<file path="src/rtl/mips_pkg.sv">
// Shared MIPS control constants: opcodes, ALUOp codes,
// multi-cycle state encodings and the control-word bundle.
package mips_pkg;

  localparam logic [5:0] OP_R    = 6'b000000;
  localparam logic [5:0] OP_LW   = 6'b100011;
  localparam logic [5:0] OP_SW   = 6'b101011;
  localparam logic [5:0] OP_BEQ  = 6'b000100;
  localparam logic [5:0] OP_J    = 6'b000010;
  localparam logic [5:0] OP_ADDI = 6'b001000;

  localparam logic [1:0] ADD          = 2'b00;
  localparam logic [1:0] BRANCH_EQUAL = 2'b01;
  localparam logic [1:0] R_TYPE       = 2'b10;

  typedef enum logic [3:0] {
    S_FETCH  = 4'd0,
    S_DECODE = 4'd1,
    S_MEMADR = 4'd2,
    S_MEMRD  = 4'd3,
    S_MEMWB  = 4'd4,
    S_MEMWR  = 4'd5,
    S_EXEC   = 4'd6,
    S_ALUWB  = 4'd7,
    S_BRANCH = 4'd8,
    S_JUMP   = 4'd9,
    S_ADDIEX = 4'd10,
    S_ADDIWB = 4'd11
  } state_t;

  // mr_gate marks states whose pc_write/ir_write/retire
  // terms only fire once memory reports ready.
  typedef struct packed {
    logic       pc_write;
    logic       pc_write_cond;
    logic       i_or_d;
    logic       mem_read;
    logic       mem_write;
    logic       ir_write;
    logic       mem_to_reg;
    logic       reg_dst;
    logic       reg_write;
    logic       alu_src_a;
    logic [1:0] alu_src_b;
    logic [1:0] alu_op;
    logic [1:0] pc_source;
    logic       retire;
    logic       mr_gate;
  } ctrl_t;

endpackage

</file>
<file path="src/rtl/multicycle_control_if.sv">
// Controller <-> datapath bundle: Opcode/mem_ready in,
// control word, illegal_op, instr_retired and debug state out.
interface multicycle_control_if;
  logic [5:0] Opcode;
  logic       mem_ready;
  logic       pc_write;
  logic       pc_write_cond;
  logic       i_or_d;
  logic       mem_read;
  logic       mem_write;
  logic       ir_write;
  logic       mem_to_reg;
  logic       reg_dst;
  logic       reg_write;
  logic       alu_src_a;
  logic [1:0] alu_src_b;
  logic [1:0] alu_op;
  logic [1:0] pc_source;
  logic       illegal_op;
  logic       instr_retired;
  logic [3:0] state;

  modport master (
    input  Opcode, mem_ready,
    output pc_write, pc_write_cond, i_or_d, mem_read,
    output mem_write, ir_write, mem_to_reg, reg_dst,
    output reg_write, alu_src_a, alu_src_b, alu_op,
    output pc_source, illegal_op, instr_retired, state
  );

  modport slave (
    output Opcode, mem_ready,
    input  pc_write, pc_write_cond, i_or_d, mem_read,
    input  mem_write, ir_write, mem_to_reg, reg_dst,
    input  reg_write, alu_src_a, alu_src_b, alu_op,
    input  pc_source, illegal_op, instr_retired, state
  );
endinterface

</file>
<file path="src/rtl/mc_control_decode.sv">
// Combinational state -> control word (state in, cw out).
// ADDI states decode only with MULTICYCLE_ADDI_EN.
module mc_control_decode
  import mips_pkg::*;
(
  input  state_t state,
  output ctrl_t  cw
);

  always_comb begin
    cw = '0;
    case (state)
      S_FETCH: begin
        cw.mem_read  = 1'b1;
        cw.alu_src_b = 2'b01;
        cw.alu_op    = ADD;
        cw.ir_write  = 1'b1;
        cw.pc_write  = 1'b1;
        cw.mr_gate   = 1'b1;
      end
      S_DECODE: begin
        cw.alu_src_b = 2'b11;
        cw.alu_op    = ADD;
      end
      S_MEMADR: begin
        cw.alu_src_a = 1'b1;
        cw.alu_src_b = 2'b10;
        cw.alu_op    = ADD;
      end
      S_MEMRD: begin
        cw.mem_read = 1'b1;
        cw.i_or_d   = 1'b1;
      end
      S_MEMWR: begin
        cw.mem_write = 1'b1;
        cw.i_or_d    = 1'b1;
        cw.retire    = 1'b1;
        cw.mr_gate   = 1'b1;
      end
      S_MEMWB: begin
        cw.reg_write  = 1'b1;
        cw.mem_to_reg = 1'b1;
        cw.retire     = 1'b1;
      end
      S_EXEC: begin
        cw.alu_src_a = 1'b1;
        cw.alu_op    = R_TYPE;
      end
      S_ALUWB: begin
        cw.reg_write = 1'b1;
        cw.reg_dst   = 1'b1;
        cw.retire    = 1'b1;
      end
      S_BRANCH: begin
        cw.alu_src_a     = 1'b1;
        cw.alu_op        = BRANCH_EQUAL;
        cw.pc_write_cond = 1'b1;
        cw.pc_source     = 2'b01;
        cw.retire        = 1'b1;
      end
      S_JUMP: begin
        cw.pc_write  = 1'b1;
        cw.pc_source = 2'b10;
        cw.retire    = 1'b1;
      end
`ifdef MULTICYCLE_ADDI_EN
      S_ADDIEX: begin
        cw.alu_src_a = 1'b1;
        cw.alu_src_b = 2'b10;
        cw.alu_op    = ADD;
      end
      S_ADDIWB: begin
        cw.reg_write = 1'b1;
        cw.retire    = 1'b1;
      end
`endif
      default: ;
    endcase
  end

endmodule

</file>
<file path="src/rtl/multicycle_control.sv">
// Multi-cycle MIPS sequencer: clk, rst (async high), bus (master).
// MULTICYCLE_ADDI_EN adds the ADDI path (ADDIEX -> ADDIWB).
module multicycle_control
  import mips_pkg::*;
(
  input logic                  clk,
  input logic                  rst,
  multicycle_control_if.master bus
);

  state_t state_q, state_d;
  logic   is_sw_q, is_sw_d;
  logic   illegal_op_q, illegal_op_d;
  ctrl_t  cw;
  logic   gate;

  always_comb begin
    state_d      = state_q;
    is_sw_d      = is_sw_q;
    illegal_op_d = 1'b0;
    case (state_q)
      S_FETCH:
        if (bus.mem_ready) state_d = S_DECODE;
      S_DECODE: begin
        // Remember LW vs SW so MEMADR ignores later Opcode.
        is_sw_d = (bus.Opcode == OP_SW);
        case (bus.Opcode)
          OP_LW, OP_SW: state_d = S_MEMADR;
          OP_R:         state_d = S_EXEC;
          OP_BEQ:       state_d = S_BRANCH;
          OP_J:         state_d = S_JUMP;
`ifdef MULTICYCLE_ADDI_EN
          OP_ADDI:      state_d = S_ADDIEX;
`endif
          default: begin
            state_d      = S_FETCH;
            illegal_op_d = 1'b1;
          end
        endcase
      end
      S_MEMADR:
        state_d = is_sw_q ? S_MEMWR : S_MEMRD;
      S_MEMRD:
        if (bus.mem_ready) state_d = S_MEMWB;
      S_MEMWR:
        if (bus.mem_ready) state_d = S_FETCH;
      S_EXEC:
        state_d = S_ALUWB;
`ifdef MULTICYCLE_ADDI_EN
      S_ADDIEX:
        state_d = S_ADDIWB;
`endif
      default:
        state_d = S_FETCH;
    endcase
  end

  always_ff @(posedge clk or posedge rst) begin
    if (rst) begin
      state_q      <= S_FETCH;
      is_sw_q      <= 1'b0;
      illegal_op_q <= 1'b0;
    end else begin
      state_q      <= state_d;
      is_sw_q      <= is_sw_d;
      illegal_op_q <= illegal_op_d;
    end
  end

  mc_control_decode u_decode (
    .state (state_q),
    .cw    (cw)
  );

  assign gate = (~cw.mr_gate | bus.mem_ready) & ~rst;

  assign bus.pc_write      = cw.pc_write & gate;
  assign bus.ir_write      = cw.ir_write & gate;
  assign bus.instr_retired = cw.retire & gate;
  assign bus.pc_write_cond = cw.pc_write_cond;
  assign bus.i_or_d        = cw.i_or_d;
  assign bus.mem_read      = cw.mem_read;
  assign bus.mem_write     = cw.mem_write;
  assign bus.mem_to_reg    = cw.mem_to_reg;
  assign bus.reg_dst       = cw.reg_dst;
  assign bus.reg_write     = cw.reg_write;
  assign bus.alu_src_a     = cw.alu_src_a;
  assign bus.alu_src_b     = cw.alu_src_b;
  assign bus.alu_op        = cw.alu_op;
  assign bus.pc_source     = cw.pc_source;
  assign bus.illegal_op    = illegal_op_q;
  assign bus.state         = state_q;

endmodule
</file>
<file path="src/flat_wrapper.sv">
// flat-port wrapper written by rule: the top's interface ports become plain ports
module multicycle_control_flat import mips_pkg::*;
  (clk, rst, bus_Opcode, bus_mem_ready, bus_pc_write, bus_pc_write_cond, bus_i_or_d, bus_mem_read, bus_mem_write, bus_ir_write, bus_mem_to_reg, bus_reg_dst, bus_reg_write, bus_alu_src_a, bus_alu_src_b, bus_alu_op, bus_pc_source, bus_illegal_op, bus_instr_retired, bus_state);
  multicycle_control_if bus_i ();
  input logic clk;
  input logic rst;
  input wire logic [$bits(bus_i.Opcode)-1:0] bus_Opcode;
  input wire logic [$bits(bus_i.mem_ready)-1:0] bus_mem_ready;
  output wire logic [$bits(bus_i.pc_write)-1:0] bus_pc_write;
  output wire logic [$bits(bus_i.pc_write_cond)-1:0] bus_pc_write_cond;
  output wire logic [$bits(bus_i.i_or_d)-1:0] bus_i_or_d;
  output wire logic [$bits(bus_i.mem_read)-1:0] bus_mem_read;
  output wire logic [$bits(bus_i.mem_write)-1:0] bus_mem_write;
  output wire logic [$bits(bus_i.ir_write)-1:0] bus_ir_write;
  output wire logic [$bits(bus_i.mem_to_reg)-1:0] bus_mem_to_reg;
  output wire logic [$bits(bus_i.reg_dst)-1:0] bus_reg_dst;
  output wire logic [$bits(bus_i.reg_write)-1:0] bus_reg_write;
  output wire logic [$bits(bus_i.alu_src_a)-1:0] bus_alu_src_a;
  output wire logic [$bits(bus_i.alu_src_b)-1:0] bus_alu_src_b;
  output wire logic [$bits(bus_i.alu_op)-1:0] bus_alu_op;
  output wire logic [$bits(bus_i.pc_source)-1:0] bus_pc_source;
  output wire logic [$bits(bus_i.illegal_op)-1:0] bus_illegal_op;
  output wire logic [$bits(bus_i.instr_retired)-1:0] bus_instr_retired;
  output wire logic [$bits(bus_i.state)-1:0] bus_state;
  assign bus_i.Opcode = bus_Opcode;
  assign bus_i.mem_ready = bus_mem_ready;
  assign bus_pc_write = bus_i.pc_write;
  assign bus_pc_write_cond = bus_i.pc_write_cond;
  assign bus_i_or_d = bus_i.i_or_d;
  assign bus_mem_read = bus_i.mem_read;
  assign bus_mem_write = bus_i.mem_write;
  assign bus_ir_write = bus_i.ir_write;
  assign bus_mem_to_reg = bus_i.mem_to_reg;
  assign bus_reg_dst = bus_i.reg_dst;
  assign bus_reg_write = bus_i.reg_write;
  assign bus_alu_src_a = bus_i.alu_src_a;
  assign bus_alu_src_b = bus_i.alu_src_b;
  assign bus_alu_op = bus_i.alu_op;
  assign bus_pc_source = bus_i.pc_source;
  assign bus_illegal_op = bus_i.illegal_op;
  assign bus_instr_retired = bus_i.instr_retired;
  assign bus_state = bus_i.state;
  multicycle_control u_core (.clk(clk), .rst(rst), .bus(bus_i));
endmodule
</file>
<file path="config.mk">
export PLATFORM = sky130hd
export DESIGN_NAME = multicycle_control_flat
export DESIGN_NICKNAME = d
export VERILOG_FILES = /design/src/rtl/mips_pkg.sv /design/src/rtl/multicycle_control_if.sv /design/src/rtl/mc_control_decode.sv /design/src/rtl/multicycle_control.sv /design/src/flat_wrapper.sv
export SDC_FILE = /design/constraint.sdc
export NUM_CORES = 1
export LEC_CHECK = 0
export CORE_AREA = 10 10 47 49
export DETAILED_ROUTE_END_ITERATION = 10
export DIE_AREA = 0 0 57 59
export DONT_BUFFER_PORTS = 1
export GPL_TIMING_DRIVEN = 0
export PLACE_DENSITY = 0.55
export SLEW_MARGIN = 10
export SYNTH_ARGS = -nofsm -noshare
export SYNTH_HDL_FRONTEND = slang
export SYNTH_SLANG_ARGS = --single-unit
</file>
<file path="constraint.sdc">
create_clock -name clk -period 1.4 [get_ports clk]
set_input_delay 0.28 -clock clk [delete_from_list [all_inputs] [get_ports clk]]
set_output_delay 0.28 -clock clk [all_outputs]
set_load 0.005 [all_outputs]
</file>
Yosys cells after proc, flatten, opt, wreduce, memory -nomap -nowiden
Cells that the tools add are included.
W data, S select, Z words.
{"block": "totals", "word_cells": 61, "out_inout_bits": 22, "ff_bits": 6, "in_bits": 9}
{"block": "op_classes", "n_bitwise": 7, "n_mux": 23, "n_eq_ne": 16, "reduce_logical": 12}
{"op": "$pmux W4 S6", "n": 1}
{"op": "$eq A4 B3 Y1 const B", "n": 4}
{"op": "$pmux W4 S4", "n": 1}
{"op": "$mux W1", "n": 14}
{"op": "$eq A6 B6 Y1 const B", "n": 2}
{"op": "$mux W4", "n": 3}
{"op": "$reduce_or A2 Y1", "n": 6}
{"op": "$reduce_or A5 Y1", "n": 2}
{"op": "$eq A4 B2 Y1 const B", "n": 2}
{"op": "$eq A4 B4 Y1 const B", "n": 2}
{"op": "$pmux W2 S2", "n": 2}
{"op": "$eq A6 B2 Y1 const B", "n": 1}
{"op": "$eq A6 B3 Y1 const B", "n": 1}
{"op": "$logic_not A6 Y1", "n": 1}
{"op": "$ne A2 B2 Y1 const B", "n": 3}
{"op": "$pmux W2 S3", "n": 1}
{"op": "$and A1 B1 Y1", "n": 4}
{"op": "$eq A4 B1 Y1 const B", "n": 1}
{"op": "$logic_not A4 Y1", "n": 1}
{"op": "$mux W3", "n": 1}
{"op": "$reduce_and A3 Y1", "n": 1}
{"op": "$reduce_or A3 Y1", "n": 1}
{"op": "$not A1 Y1", "n": 2}
{"op": "$or A1 B1 Y1", "n": 1}

Depth between registers and ports, before layout
{"block": "depth", "ltp_word": 7, "ltp_mapped": 5, "mapped_depth_nobuf": 4}

Hierarchy
From an unflattened synthesis, not the netlist that was laid out.
{"block": "unflattened", "hier_cells": 82, "area_unflattened_um2": 643.1}
{"mod": "multicycle_control", "seq_area_each_um2": 150.1, "cells_per_inst": 50, "area_each_um2": 426.7, "n_inst": 1}
{"mod": "mc_control_decode", "seq_area_each_um2": 0.0, "cells_per_inst": 32, "area_each_um2": 216.5, "n_inst": 1}

Worst setup path before layout
No wires, ideal clock.
{"block": "synth_path", "kind": "register -> output", "start": "register u_core.state_q[0] (netlist: u_core.bus.state[0])", "end": "output port bus_pc_write", "arrival_ns": 1.343, "path_stages_with_launch": 4, "t_required_ns": 1.120, "setup_slack_ns": -0.223, "path_buffers": 1, "path_cell_list": "dfrtp_1 > clkbuf_1 > or3_1 > a2111oi_0"}
{"block": "synth_via", "elab_chain_cells": 7, "elab_cells_between_ends": 11, "classes_between": "2 x eq/ne; 2 x mux; 4 x bitwise; 3 x reduce/logical"}
{"element": "start, declared", "line_no": "multicycle_control.sv:11", "text": "state_t state_q, state_d;"}
{"element": "start signal, assigned", "line_no": "multicycle_control.sv:64", "text": "state_q <= state_d;"}
{"element": "$eq A4 B3 Y1 / $logic_not A4 Y1 (equally long branches)", "line_no": "mc_control_decode.sv:12", "text": "case (state)"}
{"element": "$reduce_or A2 Y1 (no line)"}
{"element": "$mux W1", "line_no": "mc_control_decode.sv:12"}
{"element": "$not A1 Y1", "line_no": "multicycle_control.sv:75", "text": "assign gate = (~cw.mr_gate | bus.mem_ready) & ~rst;"}
{"element": "$or A1 B1 Y1", "line_no": "multicycle_control.sv:75"}
{"element": "$and A1 B1 Y1", "line_no": "multicycle_control.sv:75"}
{"element": "$and A1 B1 Y1 *", "line_no": "multicycle_control.sv:77", "text": "assign bus.pc_write = cw.pc_write & gate;"}
{"element": "end, declared", "line_no": "flat_wrapper.sv:9", "text": "output wire logic [$bits(bus_i.pc_write)-1:0] bus_pc_write;"}
Every way passes the cells marked *; elsewhere a longest branch is shown, timed or not.

Worst setup path in the final report
Same ends and word-level chain as after synthesis.

==> qor.yml <==
maxCapViolCount: 0
num_rows: 14
grt_util_all_layers_pct: 10.6
path_clk_slew_ps: 50
critical_path_class: "flip-flop to primary output"
hp-class: "input pin to flip-flop"
die_height_um: 59
avgSynthCellArea_um2: 6.82
start_kind: "flip-flop"
ys_types: 26
slew_viol_final: 0
grt_max_degree: 11
clockRootBuffer: "clkbuf_4"
antenna_found_initial: 0
clock_latency_ps: 240
fin_crit_ps: 1750
cp.required_ps: 1120
holdWs_ps: 173
syn_inst: 76
vdd_drop_max_v: 0.000533
worstPathMaxFanout: 4
grt_pass1_wl_mm: 2.96
antenna_cells: 0
drc: 0
worst_slack_ps: -345
synth_area_leaders: "dfrtp_1 29%, nor3_1 8.7%, nand2_1 7.2%"
vias: 600
fin_crit_sh_pct: 125
critPathCaptureType: "primary output"
rsz0062_at_grt: "true"
wl_mm: 1.91
h-tree-depth: 1
status: "finished, violations left"
grt_pass1_vias: 598
synth_warnings: 0
place.gp.congestion: 0.771
placedInstanceArea_um2: 566
drt-wirelength-per-cell_um: 18.5
drive_gt1_share_pct: 58.6
drtAntennaViolNets: 0
drt_pass1_iterations: 3
clock_skew_ps: 5.79
syn_nets: 85
place_hpwl_mm: 1.34
ys_seq_elements: 6
drt-initial-drc-count: 7
portBuffers: 0
ios: 31
slew_headroom_pct: 74.0
final_cell_area_um2: 927
leakagePower_nw: 0.343
area_growth_syn_to_layout_pct: 79.0
core_um2: 1400
grt-ovfl-total: 0
avgViaCountPerCell: 5.83
yosys.area.top_type: "dfrtp_1"
yosysSeqAreaShare_pct: 29.0
violations: "setup timing"
clockBufferDepth: 2
final_nets: 98
numCtsBuffers: 3
final_hold_viol_count: 0
cts_tree: "done"
fin_util_pct: 66.2
fmax_mhz: 573
critPathArrivalTime_ps: 1470
syn_area_um2: 518
start_util_pct: 37.0
synth_top_area_share_pct: 29.0
dieArea_um2: 3360
p_per_area_nw_per_um2: 959
setup_viol: 14
clock-sinks: 6
die_w_um: 57
worst_pin_slew_ps: 387
fin_tns_setup_ps: -1690
[report_power, final]
group | internal (mW) | switching (mW) | total (mW)
sequential | 0.195 | 0.0243 | 0.220
combinational | 0.251 | 0.263 | 0.514
clock | 0.0967 | 0.0588 | 0.155
total | 0.543 | 0.346 | 0.889
[synth_stat cells]
| cell | number |
|---|---|
| o32a_1 | 1 |
| xor2_1 | 1 |
| nor4_1 | 1 |
| nand2_1 | 10 |
| nor3_1 | 9 |
| nor2b_1 | 1 |
| xnor2_1 | 1 |
| or4_4 | 1 |
| nor3b_1 | 1 |
| nand3_1 | 2 |
| o22ai_1 | 1 |
| a31oi_1 | 2 |
| a2111oi_0 | 1 |
| or3_1 | 1 |
| a21oi_2 | 1 |
| inv_1 | 4 |
| nor2_1 | 9 |
| o31a_1 | 1 |
| buf_1 | 2 |
| nand4b_1 | 1 |
| o21ai_0 | 3 |
| nand2b_1 | 5 |
| buf_4 | 1 |
| a21oi_1 | 7 |
| dfrtp_1 | 6 |
| clkbuf_1 | 3 |
[cell usage in the layout, fill, tap and decap left out, types with 4 or more instances in the layout]
cell	count
nor3_2	4
nor2_4	5
buf_6	5
nand2_1	6
buf_4	4
a21oi_1	4
[state kept, by name (all words and copies together) (netlist names)]
signal                 cells
u_core.bus.state           4
u_core.bus.illegal_op      1
u_core.is_sw_q             1
[metrics by stage]
| step | power [mW] | setup WS (ps) | instances |
|---|---|---|---|
| floorplan | 0.404 | -76.6 | 76 |
| global placement | 0.452 | -185 | 92 |
| detailed placement | 0.454 | -194 | 92 |
| CTS | 0.809 | -412 | 101 |
| global route | 0.944 | -397 | 103 |
| finish | 0.889 | -345 | 103 |
[critical path, cell delays in order, from the launching register on]
cell       delay (ps)
dfrtp_1           390
clkbuf_8          160
or3_4             350
a2111oi_4         320
[routing by layer]
metal | vias to the layer above | track usage, % | wire length [um]
li1 | 290 | - | -
met4 | 0 | 4.03 | 34
met2 | 24 | 18.6 | 1000
met1 | 280 | 11.4 | 709
met3 | 6 | 3.86 | 160
met5 | - | 0 | 0
[what timing repair did]
| item | 4_1_cts | 5_1_grt |
|---|---|---|
| resized for setup | 46 | 27 |
| endpoints found under the setup margin | 19 | 22 |
| hold endpoints to repair | 6 | 0 |
| hold buffers | 1 | 0 |
| pin swaps | 4 | 9 |
| cloned | 0 | 0 |
| setup buffers | 5 | 3 |
[cell type report]
class	instances	area, um^2
inverters	4	20.0
flip-flops and latches	6	154
well taps	16	20.0
clock buffers	3	22.5
fillers	107	474
multi-input cells	60	551
repair buffers	8	77.6
plain buffers	6	82.6
[cells by family (layout without fill, tap and decap cells)]
kind of cell | count (synthesis) | count (layout) | synth area share, %
compound gates | 17 | 17 | 20.3
xor+xnor | 2 | 2 | 3.38
buf+inv | 10 | 21 | 7.97
flops | 6 | 6 | 29.0
simple gates | 41 | 41 | 39.4
[worst paths after layout]
kind,end,start,cells after the start,slack (ps)
max in group asynchronous,u_core.bus.state[2]$_DFFE_PP0P_,rst,2,740
worst min register to register,u_core.is_sw_q$_DFFE_PP0P_,u_core.is_sw_q$_DFFE_PP0P_,2,520
worst min-delay path,u_core.is_sw_q$_DFFE_PP0P_,bus_Opcode[3],2,170
min in group asynchronous,u_core.is_sw_q$_DFFE_PP0P_,rst,2,450
worst max register to register,u_core.bus.state[2]$_DFFE_PP0P_,u_core.bus.state[0]$_DFFE_PP0P_,7,-70
worst max-delay path,bus_pc_write,u_core.bus.state[0]$_DFFE_PP0P_,3,-350
Note: power is estimated with default switching activity, not from simulation.
